**src/rtl/serial_cmp_pkg.sv**
```systemverilog
// Shared types and sizing helpers for the digit-serial magnitude comparator.
package serial_cmp_pkg;

    typedef enum logic [1:0] {
        IDLE = 2'd0,
        CMP  = 2'd1,
        DONE = 2'd2
    } state_e;

    function automatic int nslice(input int width, input int digit);
        return width / digit;
    endfunction

    // One extra bit so the slice count can reach nslice itself.
    function automatic int slice_w(input int width, input int digit);
        return $clog2(nslice(width, digit)) + 1;
    endfunction

    localparam int SLICE_W = slice_w(16, 4);

endpackage

```
**src/rtl/serial_magnitude_comparator_if.sv**
```systemverilog
// Start/ready/done handshake and result bundle of the serial comparator.
interface serial_magnitude_comparator_if
    import serial_cmp_pkg::*;
#(
    parameter int WIDTH = 16,
    parameter int DIGIT = 4
) ();

    logic                              start;
    logic                              signed_mode;
    logic [WIDTH-1:0]                  a;
    logic [WIDTH-1:0]                  b;
    logic                              ready;
    logic                              done;
    logic                              gt;
    logic                              lt;
    logic                              eq;
    logic [slice_w(WIDTH, DIGIT)-1:0]  slices;

    modport master (
        output start, signed_mode, a, b,
        input  ready, done, gt, lt, eq, slices
    );

    modport slave (
        input  start, signed_mode, a, b,
        output ready, done, gt, lt, eq, slices
    );

endinterface

```
**src/rtl/serial_magnitude_comparator_digit_compare.sv**
```systemverilog
// Combinational DIGIT-bit unsigned compare built as an MSB-first equality chain.
module digit_compare #(
    parameter int DIGIT = 4
) (
    input  logic [DIGIT-1:0] a,
    input  logic [DIGIT-1:0] b,
    output logic             dgt,
    output logic             dlt
);

    logic [DIGIT:1]   eq_chain_s;
    logic [DIGIT-1:0] gt_bit_s;
    logic [DIGIT-1:0] lt_bit_s;

    assign eq_chain_s[DIGIT] = 1'b1;

    // Bit i decides only when every more-significant bit matched.
    for (genvar i = 0; i < DIGIT; i++) begin : g_bit
        if (i > 0) begin : g_chain
            assign eq_chain_s[i] = eq_chain_s[i+1] & ~(a[i] ^ b[i]);
        end
        assign gt_bit_s[i] = eq_chain_s[i+1] &  a[i] & ~b[i];
        assign lt_bit_s[i] = eq_chain_s[i+1] & ~a[i] &  b[i];
    end

    assign dgt = |gt_bit_s;
    assign dlt = |lt_bit_s;

endmodule

```
**src/rtl/serial_magnitude_comparator.sv**
```systemverilog
// Digit-serial, MSB-first magnitude comparator with early exit and signed mode.
module serial_magnitude_comparator
    import serial_cmp_pkg::*;
#(
    parameter int WIDTH = 16,
    parameter int DIGIT = 4
) (
    input  logic                           clk,
    input  logic                           rst_n,
    serial_magnitude_comparator_if.slave   bus
);

    localparam int NSLICE = nslice(WIDTH, DIGIT);
    localparam int CNT_W  = slice_w(WIDTH, DIGIT);
    localparam logic [WIDTH-1:0] MSB_MASK = WIDTH'(1) << (WIDTH - 1);

    if ((DIGIT < 1) || (DIGIT > WIDTH) || ((WIDTH % DIGIT) != 0)) begin : g_param_check
        $error("serial_magnitude_comparator: WIDTH must be a multiple of DIGIT");
    end

    state_e             state_r;
    state_e             state_n;
    logic [WIDTH-1:0]   a_sh_r;
    logic [WIDTH-1:0]   b_sh_r;
    logic [CNT_W-1:0]   cnt_r;
    logic [CNT_W-1:0]   slices_r;
    logic               gt_r;
    logic               lt_r;
    logic               eq_r;
    logic               ready_r;
    logic               done_r;
    logic               dgt_s;
    logic               dlt_s;
    logic               top_eq_s;
    logic               last_s;

    digit_compare #(.DIGIT(DIGIT)) u_digit_compare (
        .a   (a_sh_r[WIDTH-1 -: DIGIT]),
        .b   (b_sh_r[WIDTH-1 -: DIGIT]),
        .dgt (dgt_s),
        .dlt (dlt_s)
    );

    assign top_eq_s = ~(dgt_s | dlt_s);
    assign last_s   = (cnt_r == {CNT_W{1'b0}});

    // Next-state decode.
    always_comb begin
        state_n = state_r;
        case (state_r)
            IDLE: begin
                if (bus.start) state_n = CMP;
                else           state_n = IDLE;
            end
            CMP: begin
                if (!top_eq_s || last_s) state_n = DONE;
                else                     state_n = CMP;
            end
            DONE:    state_n = IDLE;
            default: state_n = IDLE;
        endcase
    end

    // State register with ready/done registered from the next state.
    always_ff @(posedge clk or negedge rst_n) begin
        if (!rst_n) begin
            state_r <= IDLE;
            ready_r <= 1'b1;
            done_r  <= 1'b0;
        end else begin
            state_r <= state_n;
            ready_r <= (state_n == IDLE);
            done_r  <= (state_n == DONE);
        end
    end

    // Operand shifters, slice counter and result registers.
    always_ff @(posedge clk or negedge rst_n) begin
        if (!rst_n) begin
            a_sh_r   <= {WIDTH{1'b0}};
            b_sh_r   <= {WIDTH{1'b0}};
            cnt_r    <= {CNT_W{1'b0}};
            slices_r <= {CNT_W{1'b0}};
            gt_r     <= 1'b0;
            lt_r     <= 1'b0;
            eq_r     <= 1'b0;
        end else begin
            case (state_r)
                IDLE: begin
                    if (bus.start) begin
                        // Offset-binary mapping turns the signed compare into an unsigned one.
                        a_sh_r   <= bus.signed_mode ? (bus.a ^ MSB_MASK) : bus.a;
                        b_sh_r   <= bus.signed_mode ? (bus.b ^ MSB_MASK) : bus.b;
                        cnt_r    <= CNT_W'(NSLICE - 1);
                        slices_r <= {CNT_W{1'b0}};
                        gt_r     <= 1'b0;
                        lt_r     <= 1'b0;
                        eq_r     <= 1'b0;
                    end else begin
                        cnt_r    <= cnt_r;
                    end
                end
                CMP: begin
                    slices_r <= slices_r + CNT_W'(1);
                    if (!top_eq_s) begin
                        gt_r <= dgt_s;
                        lt_r <= dlt_s;
                    end else if (last_s) begin
                        eq_r <= 1'b1;
                    end else begin
                        a_sh_r <= a_sh_r << DIGIT;
                        b_sh_r <= b_sh_r << DIGIT;
                        cnt_r  <= cnt_r - CNT_W'(1);
                    end
                end
                default: begin
                    cnt_r <= cnt_r;
                end
            endcase
        end
    end

    assign bus.ready  = ready_r;
    assign bus.done   = done_r;
    assign bus.gt     = gt_r;
    assign bus.lt     = lt_r;
    assign bus.eq     = eq_r;
    assign bus.slices = slices_r;

endmodule

```
**src/flat_wrapper.sv**
```systemverilog
// flat-port wrapper written by rule: the top's interface ports become plain ports
module serial_magnitude_comparator_flat import serial_cmp_pkg::*;
#(
    parameter int WIDTH = 16,
    parameter int DIGIT = 4
)
  (clk, rst_n, bus_start, bus_signed_mode, bus_a, bus_b, bus_ready, bus_done, bus_gt, bus_lt, bus_eq, bus_slices);
  serial_magnitude_comparator_if #(.WIDTH(WIDTH), .DIGIT(DIGIT)) bus_i ();
  input  logic clk;
  input  logic rst_n;
  input wire logic [$bits(bus_i.start)-1:0] bus_start;
  input wire logic [$bits(bus_i.signed_mode)-1:0] bus_signed_mode;
  input wire logic [$bits(bus_i.a)-1:0] bus_a;
  input wire logic [$bits(bus_i.b)-1:0] bus_b;
  output wire logic [$bits(bus_i.ready)-1:0] bus_ready;
  output wire logic [$bits(bus_i.done)-1:0] bus_done;
  output wire logic [$bits(bus_i.gt)-1:0] bus_gt;
  output wire logic [$bits(bus_i.lt)-1:0] bus_lt;
  output wire logic [$bits(bus_i.eq)-1:0] bus_eq;
  output wire logic [$bits(bus_i.slices)-1:0] bus_slices;
  assign bus_i.start = bus_start;
  assign bus_i.signed_mode = bus_signed_mode;
  assign bus_i.a = bus_a;
  assign bus_i.b = bus_b;
  assign bus_ready = bus_i.ready;
  assign bus_done = bus_i.done;
  assign bus_gt = bus_i.gt;
  assign bus_lt = bus_i.lt;
  assign bus_eq = bus_i.eq;
  assign bus_slices = bus_i.slices;
  serial_magnitude_comparator #(.WIDTH(WIDTH), .DIGIT(DIGIT)) u_core (.clk(clk), .rst_n(rst_n), .bus(bus_i));
endmodule
```
**config.mk**
```make
export PLATFORM = sky130hd
export DESIGN_NAME = serial_magnitude_comparator_flat
export DESIGN_NICKNAME = d
export VERILOG_FILES = /design/src/rtl/serial_cmp_pkg.sv /design/src/rtl/serial_magnitude_comparator_if.sv /design/src/rtl/serial_magnitude_comparator_digit_compare.sv /design/src/rtl/serial_magnitude_comparator.sv /design/src/flat_wrapper.sv
export SDC_FILE = /design/constraint.sdc
export NUM_CORES = 1
export LEC_CHECK = 0
export ABC_AREA = 1
export BUFFER_PORTS_ARGS = -buffer_cell sky130_fd_sc_hd__buf_2
export CAP_MARGIN = 15
export CORE_MARGIN = 2
export CORE_UTILIZATION = 50
export CTS_CLUSTER_SIZE = 8
export DETAILED_ROUTE_END_ITERATION = 8
export PLACE_DENSITY = 0.73
export SLEW_MARGIN = 20
export SYNTH_ARGS = -nofsm -noshare
export SYNTH_HDL_FRONTEND = slang
export SYNTH_SLANG_ARGS = --single-unit
export TNS_END_PERCENT = 5
```
**constraint.sdc**
```tcl
create_clock -name clk -period 3.5 [get_ports clk]
set_input_delay 0.7 -clock clk [delete_from_list [all_inputs] [get_ports clk]]
set_output_delay 0.7 -clock clk [all_outputs]
set_load 0.02 [all_outputs]
```
==> results of run 1 <==
## power by group through the flow
| stage | registers [uW] | clock network, uW | logic [uW] |
|---|---|---|---|
| 2_1_floorplan | 916 | 0 | 870 |
| 3_3_place_gp | 890 | 0 | 1080 |
| 3_5_place_dp | 898 | 0 | 1100 |
| 4_1_cts | 886 | 416 | 1110 |
| 5_1_grt | 916 | 445 | 1270 |
| 6_report | 886 | 406 | 1090 |
## flip-flops by register name, indices dropped and copies added, names as in the netlist
| register | count |
|---|---|
| u_core.a_sh_r | 16 |
| u_core.b_sh_r | 16 |
| u_core.bus.done | 1 |
| u_core.bus.eq | 1 |
| u_core.bus.gt | 1 |
| u_core.bus.lt | 1 |
| u_core.bus.ready | 1 |
| u_core.bus.slices | 3 |
| u_core.cnt_r | 3 |
| u_core.state_r | 2 |
## final cells by class
class | count | area [um2] | share of cell area (%)
clock inverter | 1 | 30.0 | 1.14
inverter | 26 | 97.6 | 3.69
tap | 52 | 65.1 | 2.46
clock buffer | 7 | 86.3 | 3.27
timing repair buffer | 45 | 233 | 8.80
multi-input combinational | 217 | 1000 | 38.0
sequential | 45 | 1130 | 42.6
## cell usage after synthesis (all sizes together)
library cell,instances
a31oi,1
nor2,15
buf,8
ha,5
o31ai,1
or2,1
nand2,133
dfstp,1
inv,26
a21oi,3
dfrtp,44
nand3,35
a22o,1
o21ai,20
xnor2,1
nand4,1
clkbuf,6
## metrics by stage
step                util, %  instance area [um2]  total power (uW)  instances  setup WS, ps
finish                 59.9                 2640              2380        393          1180
global route           59.9                 2640              2630        393           922
CTS                    59.8                 2640              2410        393          1130
detailed placement     57.2                 2520              2000        385          1150
global placement       57.2                 2520              1970        385          1230
floorplan                 -                 2310              1790        302          1750
## cell families after synthesis
kind of cell / share of synthesized area [%]
xor gates and xnor gates: 0.379
buffers and inverters: 7.79
AOI/OAI and AO/OA: 5.95
adders and majority gates: 2.71
DFF: 48.8
and+or+nand+nor: 34.4
## how the worst max path moves through the flow
stage / startpoint / to / depth (start not counted)
detailed placement: u_core.state_r[1] / u_core.b_sh_r[0] / 7
CTS: u_core.state_r[1] / u_core.b_sh_r[0] / 7
finish: u_core.state_r[1] / u_core.b_sh_r[0] / 7
floorplan: u_core.b_sh_r[15] / u_core.b_sh_r[4] / 12
global route: u_core.state_r[1] / u_core.a_sh_r[0] / 7
global placement: u_core.state_r[1] / u_core.b_sh_r[0] / 7
## worst register-to-register path: cells and delay by family (launching register included)
kind / cells / cell delay (ps)
DFF: 1 / 420
and+or+nand+nor: 4 / 1100
buffers and inverters: 2 / 540
AOI/OAI and AO/OA: 1 / 140
## per-layer routing
layer	part of all wire, %	vias up	global-route usage, %
li1	-	1017	-
met1	45	883	26.0
met2	48	51	34.1
met3	5.4	6	5.69
met4	1.2	0	6.29
met5	0	-	0
==> flow_summary.yaml, run 1 <==
status:
  outcome: "finished clean"
critical_path:
  reg2reg_from: "u_core.state_r[1]"
  max_stage_delay_ps: 420
  reg2reg_to: "u_core.b_sh_r[0]"
  rr_worst_depth: 7
  crit_path_top_delay_cell: "dfrtp_1"
  end_kind: "flip-flop"
  cp_max_fo: 35
  crit_type: "flip-flop to flip-flop"
  cp-start-kind: "flip-flop"
  crit_buf_inv: 2
  path_cells: "nor2_4, buf_4, inv_2, nor2_1, nand3_4, nand2_4, o21ai_0"
  regToRegSetupSlack_ps: 1180
  cp_data_required_time_ps: 3670
  crit_family: "simple AND/OR/NAND/NOR gates"
  arrival_ps: 2490
yosys:
  ys_ff_latch: 45
  synth.net_count: 343
  ys_seq_area_share_pct: 48.8
  synthTopCellsByArea: "dfrtp_1, nand2_1, nand3_1"
  netlist.area_leader.share_pct: 47.6
  synth_warnings: 0
  syn_avg_cell_area_um2: 7.66
  synth_area_mm2: 0.00231
  ys_types: 27
  synthCells: 302
  synth_area_leader_cell: "dfrtp_1"
floorplan:
  initial_core_util_pct: 52.4
  dieArea_mm2: 0.00518
  dieWidth_um: 72.0
  coreArea_mm2: 0.00441
  fp-row-count: 24
  ios: 44
  die_h_um: 72.0
grt:
  overflow: 0
  grt_pass1_vias: 1906
  antenna_found_initial: 0
  track_usage_pct: 20.4
  grt_max_degree: 46
  grt_pass1_wl_um: 8290
power:
  combPwrFrac_pct: 45.7
  ir_drop_uv: 435
  p_clk_share_pct: 17.1
  p_leak_uw: 0.00149
  p_sw_share_pct: 43.0
  power.switching_uw: 1020
  seq_power_share_pct: 37.2
  power.internal_uw: 1360
  power_density_mw_per_mm2: 900
cts:
  cts_setup_buffers: 0
  cts_root_buf: "clkbuf_8"
  post_cts_resized: 0
  clock_latency_ps: 290
  htreeDepth: 2
  holdBufCountCts: 0
  clkSlewWorstSetupHoldPaths_ps: 80
  cts_tree: "built"
  numCtsBuffers: 5
  cts_sinks: 45
  cts.path.max_buffers: 2
run:
  drv_cap: 0
sta:
  worstMarginPinSlew_ps: 559
  final.min_clock_period_ps: 2320
  slew_headroom_pct: 62.7
  setup_tns_ps: 0
  fin_skew_ps: 3.82
  fmax_mhz: 431
  rsz0062_at_grt: "false"
  hold_ws_ps: 393
  report.final.slew_viol_count: 0
  setup_viol: 0
  hold_violations: 0
  finalCritPeriodShare_pct: 66.2
placed_design:
  place.gp.congestion: 0.803
  io_buffers: 43
  hpwl_um: 3110
drt:
  firstDrtPassIters: 4
  route.antenna.remaining_nets: 0
  initialDrtViolationCount: 171
  route.detailed.drc: 0
  routed_wl_um: 4620
  routedWlPerCell_um: 11.8
  vias_per_cell: 4.98
  vias: 1957
cells_and_area:
  fillers: 422
  nNetsFinal: 381
  area_growth_syn_to_layout_pct: 14.3
  drive_above_1_share_pct: 19.1
  n_antenna_cell: 0
  mostFrequentLayoutCells: "nand2_1, dfrtp_1, buf_2"
  final_common_cell: "nand2_1"
min_path:
  hold_class: "input pin to async pin"
(Power assumes the default switching activity.)
==> run 2: changes to the inputs <==
clock period = 2.4 ns   (was 3.5 ns; I/O delays follow)
==> flow_summary.yaml, run 2 (synthesis results as in run 1) <==
cts:
  htreeDepth: 2
  cts_root_buf: "clkbuf_8"
  clkSlewWorstSetupHoldPaths_ps: 80
  cts_tree: "built"
  cts.path.max_buffers: 2
  cts_setup_buffers: 0
  holdBufCountCts: 0
  clock_latency_ps: 310
  post_cts_resized: 0
  cts_sinks: 45
  numCtsBuffers: 5
cells_and_area:
  n_antenna_cell: 0
  mostFrequentLayoutCells: "nand2_1, dfrtp_1, buf_2"
  fillers: 415
  final_common_cell: "nand2_1"
  reg.largest.list: "u_core.a_sh_r x16, u_core.b_sh_r x16"
  area_growth_syn_to_layout_pct: 14.4
  multi_input_comb_area_mm2: 0.00100
  drive_above_1_share_pct: 20.2
  ff_latch_area_mm2: 0.00113
  nNetsFinal: 386
power:
  power_density_mw_per_mm2: 1290
  ir_drop_uv: 505
  p_leak_uw: 0.00150
grt:
  track_usage_pct: 21.3
  overflow: 0
  antenna_found_initial: 0
  grt_max_degree: 46
  grt_pass1_vias: 1946
  grt_pass1_wl_um: 8540
critical_path:
  cp-start-kind: "flip-flop"
  reg2reg_to: "u_core.a_sh_r[2]"
  regToRegSetupSlack_ps: 300
  cp_max_fo: 35
  cp_data_required_time_ps: 2580
  rr_worst_depth: 10
  end_kind: "flip-flop"
  arrival_ps: 2280
  reg2reg_from: "u_core.b_sh_r[15]"
  crit_type: "flip-flop to flip-flop"
sta:
  hold_violations: 0
  setup_viol: 0
  finalCritPeriodShare_pct: 87.7
  slew_headroom_pct: 61.7
  fin_skew_ps: 7.44
  fmax_mhz: 475
  final.min_clock_period_ps: 2100
  worstMarginPinSlew_ps: 574
  report.final.slew_viol_count: 0
  worst_slack_ps: 296
  setup_tns_ps: 0
  rsz0062_at_grt: "false"
status:
  outcome: "finished clean"
floorplan:
  coreArea_mm2: 0.00441
  fp-row-count: 24
  die_h_um: 72.0
  initial_core_util_pct: 52.4
  ios: 44
  dieWidth_um: 72.0
  dieArea_mm2: 0.00518
placed_design:
  io_buffers: 43
  hpwl_um: 3340
  place.gp.congestion: 0.812
  preCtsSetupSlack_ps: 293
drt:
  routedWlPerCell_um: 12.2
  route.detailed.drc: 0
  initialDrtViolationCount: 85
  firstDrtPassIters: 4
  vias_per_cell: 4.92
  routed_wl_um: 4840
  vias: 1958
  route.antenna.remaining_nets: 0
run:
  drv_cap: 0
min_path:
  hold_class: "input pin to async pin"
==> run 2: how the worst max path moves through the flow <==
| stage | slack [ps] | end | depth (start not counted) | startpoint |
|---|---|---|---|---|
| floorplan | 650 | u_core.b_sh_r[4] | 12 | u_core.b_sh_r[15] |
| global placement | 380 | u_core.a_sh_r[3] | 10 | u_core.b_sh_r[15] |
| detailed placement | 290 | u_core.b_sh_r[0] | 10 | u_core.b_sh_r[15] |
| CTS | 280 | u_core.a_sh_r[2] | 10 | u_core.b_sh_r[15] |
| global route | 80 | u_core.a_sh_r[2] | 10 | u_core.b_sh_r[15] |
| finish | 300 | u_core.a_sh_r[2] | 10 | u_core.b_sh_r[15] |
==> run 2: layer usage <==
metal	GRT usage (%)	part of all wire, %	wire [um]	vias up
met2	35.6	48	2330	47
li1	-	-	-	1025
met5	0	0	0	-
met1	26.9	45	2160	877
met4	8.18	2.1	100	0
met3	5.14	5.0	244	9
==> run 2: area by class of cell <==
type | count | share of cell area [%]
Clock buffer | 6 | 2.74
Clock inverter | 2 | 0.378
Inverter | 26 | 3.69
Multi-Input combinational cell | 217 | 38.0
Sequential cell | 45 | 42.6
Tap cell | 52 | 2.46
Timing Repair Buffer | 50 | 10.1
==> run 2: power by group <==
| part | switching (uW) | leakage (uW) | internal [uW] | total [uW] |
|---|---|---|---|---|
| registers | 184 | 0.000566 | 1110 | 1290 |
| clock network | 260 | 0.0000450 | 202 | 462 |
| logic | 1080 | 0.000886 | 566 | 1650 |
==> run 2: worst max-delay path: stages (launching register included) <==
cell and delay [ps]:
dfrtp_1 380, inv_1 50, ha_1 340, nand3_1 120
nand2_2 70, nand2_1 50, nand2_1 70, nor2_2 180
nand3_4 220, nand2_4 350, o21ai_0 120
==> run 2: per-stage QoR <==
step                area (um2)  hold WS [ps]  instances  utilization (%)  total power [uW]
detailed placement        2560           458        390             58.0              2980
CTS                       2650           271        398             59.9              3440
finish                    2650           245        398             59.9              3410
global route              2650           293        398             59.9              3770
global placement          2560           447        390             58.0              2920
floorplan                 2310           184        302                -              2600
==> run 3: changes to the inputs <==
SYNTH_HIERARCHICAL = 1   (was default)
==> flow_summary.yaml, run 3 <==
status:
  outcome: "finished clean"
sta:
  slew_headroom_pct: 62.4
  setup_viol: 0
  finalCritPeriodShare_pct: 88.3
  final.min_clock_period_ps: 2120
  report.final.slew_viol_count: 0
  hold_ws_ps: 263
  hold_violations: 0
  fin_skew_ps: 7.23
  rsz0062_at_grt: "false"
  worstMarginPinSlew_ps: 564
  fmax_mhz: 472
  setup_tns_ps: 0
floorplan:
  dieArea_mm2: 0.00534
  ios: 44
  initial_core_util_pct: 51.2
  die_h_um: 73.1
  coreArea_mm2: 0.00466
  dieWidth_um: 73.1
  fp-row-count: 25
yosys:
  synth.net_count: 362
  synth_edf_count: 0
  netlist.area_leader.share_pct: 46.1
  ys_top_cells_by_count: "nand2_1, dfrtp_1, nand3_1, inv_1, nor2_1"
  syn_avg_cell_area_um2: 7.43
  synthTopCellsByArea: "dfrtp_1, nand2_1, nand3_1"
  synthArstFlopShare_pct: 100
  ys_ff_latch: 45
  synth_most_common_cell: "nand2_1"
  synth-main-ff-cell: "dfrtp_1"
  synth_warnings: 6
  synth_area_mm2: 0.00239
  ys_seq_area_share_pct: 47.2
  synthCells: 321
  ys_types: 25
  synth_area_leader_cell: "dfrtp_1"
grt:
  grt_max_degree: 46
  grt_pass1_vias: 1974
  antenna_found_initial: 0
  track_usage_pct: 20.1
  grt_pass1_wl_um: 8400
  overflow: 0
cts:
  post_cts_resized: 0
  cts.path.max_buffers: 2
  htreeDepth: 2
  cts_root_buf: "clkbuf_8"
  clock_latency_ps: 290
  clkSlewWorstSetupHoldPaths_ps: 80
  holdBufCountCts: 0
  cts_setup_buffers: 0
  numCtsBuffers: 5
  cts_sinks: 45
  cts_tree: "built"
cells_and_area:
  n_antenna_cell: 0
  instances_no_fill: 415
  fin_area_mm2: 0.00269
  reg.largest.list: "u_core/a_sh_r x16, u_core/b_sh_r x16"
  drive_above_1_share_pct: 17.5
  finish.utilization_pct: 57.7
  nNetsFinal: 401
  area_growth_syn_to_layout_pct: 12.7
  mostFrequentLayoutCells: "nand2_1, dfrtp_1, buf_2"
  fillers: 432
  final_common_cell: "nand2_1"
critical_path:
  path_cells: "inv_1, ha_1, inv_1, o21bai_1, nor2_1, nand2_1, nor2_1, nand3_4, buf_4, nand3_1, nand2_1"
  arrival_ps: 2300
  cp-start-kind: "flip-flop"
  end_kind: "flip-flop"
  cp_max_fo: 27
  crit_type: "flip-flop to flip-flop"
  cp_data_required_time_ps: 2580
  crit_path_top_delay_cell: "dfrtp_1"
  max_stage_delay_ps: 380
  regToRegSetupSlack_ps: 280
drt:
  vias_per_cell: 5.08
  initialDrtViolationCount: 91
  route.antenna.remaining_nets: 0
  vias: 2108
  routedWlPerCell_um: 11.7
  firstDrtPassIters: 4
  routed_wl_um: 4860
  route.detailed.drc: 0
placed_design:
  place.gp.congestion: 0.773
  dp_cells: 407
  hpwl_um: 3250
  dpl_cell_area_mm2: 0.00261
  io_buffers: 43
min_path:
  hold_class: "input pin to async pin"
power:
  combPwrFrac_pct: 49.5
  seq_power_share_pct: 37.7
  p_leak_uw: 0.00156
  p_clk_share_pct: 12.8
  power.switching_uw: 1620
  power.internal_uw: 1920
  p_sw_share_pct: 45.7
  power_density_mw_per_mm2: 1310
  ir_drop_uv: 785
run:
  drv_cap: 0
## run 3: cells by family after synthesis
group	share of synthesized area, %
flip-flops	47.2
buffers and inverters	6.71
AO/OA/AOI/OAI	1.05
adder cells (fa/ha/maj)	2.62
AND/OR/NAND/NOR	42.4
## run 3: final cells by class
| class | count | area (um2) | area share [%] |
|---|---|---|---|
| Inverter | 18 | 67.6 | 2.51 |
| Clock buffer | 7 | 76.3 | 2.84 |
| Tap cell | 54 | 67.6 | 2.51 |
| Multi-Input combinational cell | 243 | 1100 | 40.8 |
| Sequential cell | 45 | 1130 | 41.9 |
| Clock inverter | 1 | 7.51 | 0.279 |
| Timing Repair Buffer | 47 | 245 | 9.12 |
## run 3: power groups by stage
stage	Clock [uW]	Sequential (uW)	Combinational (uW)
CTS	466	1330	1770
floorplan	0	1370	1360
global route	497	1380	2040
finish	451	1330	1750
detailed placement	0	1350	1750
global placement	0	1330	1710
## run 3: worst max-delay path, delay by kind of cell, from the launching register on
family	cells	cell delay [ps]
flops	1	380
fa+ha+maj	1	310
buf+inv	3	450
compound gates	1	90
simple gates	6	770
## run 3: metal layers
metal  part of all wire, %  track usage (%)  up-vias  routed length (um)
li1                      -                -     1082                   -
met1                    45             25.0      979                2210
met2                    49             34.5       43                2400
met3                   4.2             4.70        4                 203
met4                  0.95             5.97        0                  46
met5                     0                0        -                   0
## run 3: worst paths after layout
| path | from | endpoint | cells after the start |
|---|---|---|---|
| setup / recovery | u_core/a_sh_r[15] | u_core/a_sh_r[14] | 11 |
| hold reg to reg | u_core/bus.eq | u_core/bus.eq | 2 |
| max in group asynchronous | rst_n | u_core/cnt_r[0] | 2 |
| hold / removal | rst_n | u_core/bus.gt | 2 |
| min in group clk | bus_b[3] | u_core/b_sh_r[3] | 3 |
| setup reg to reg | u_core/a_sh_r[15] | u_core/a_sh_r[14] | 11 |
## run 3: stage by stage
stage	total power, uW	worst slack (ps)
floorplan	2730	560
global placement	3040	362
detailed placement	3100	277
CTS	3570	258
global route	3920	20.1
finish	3530	282
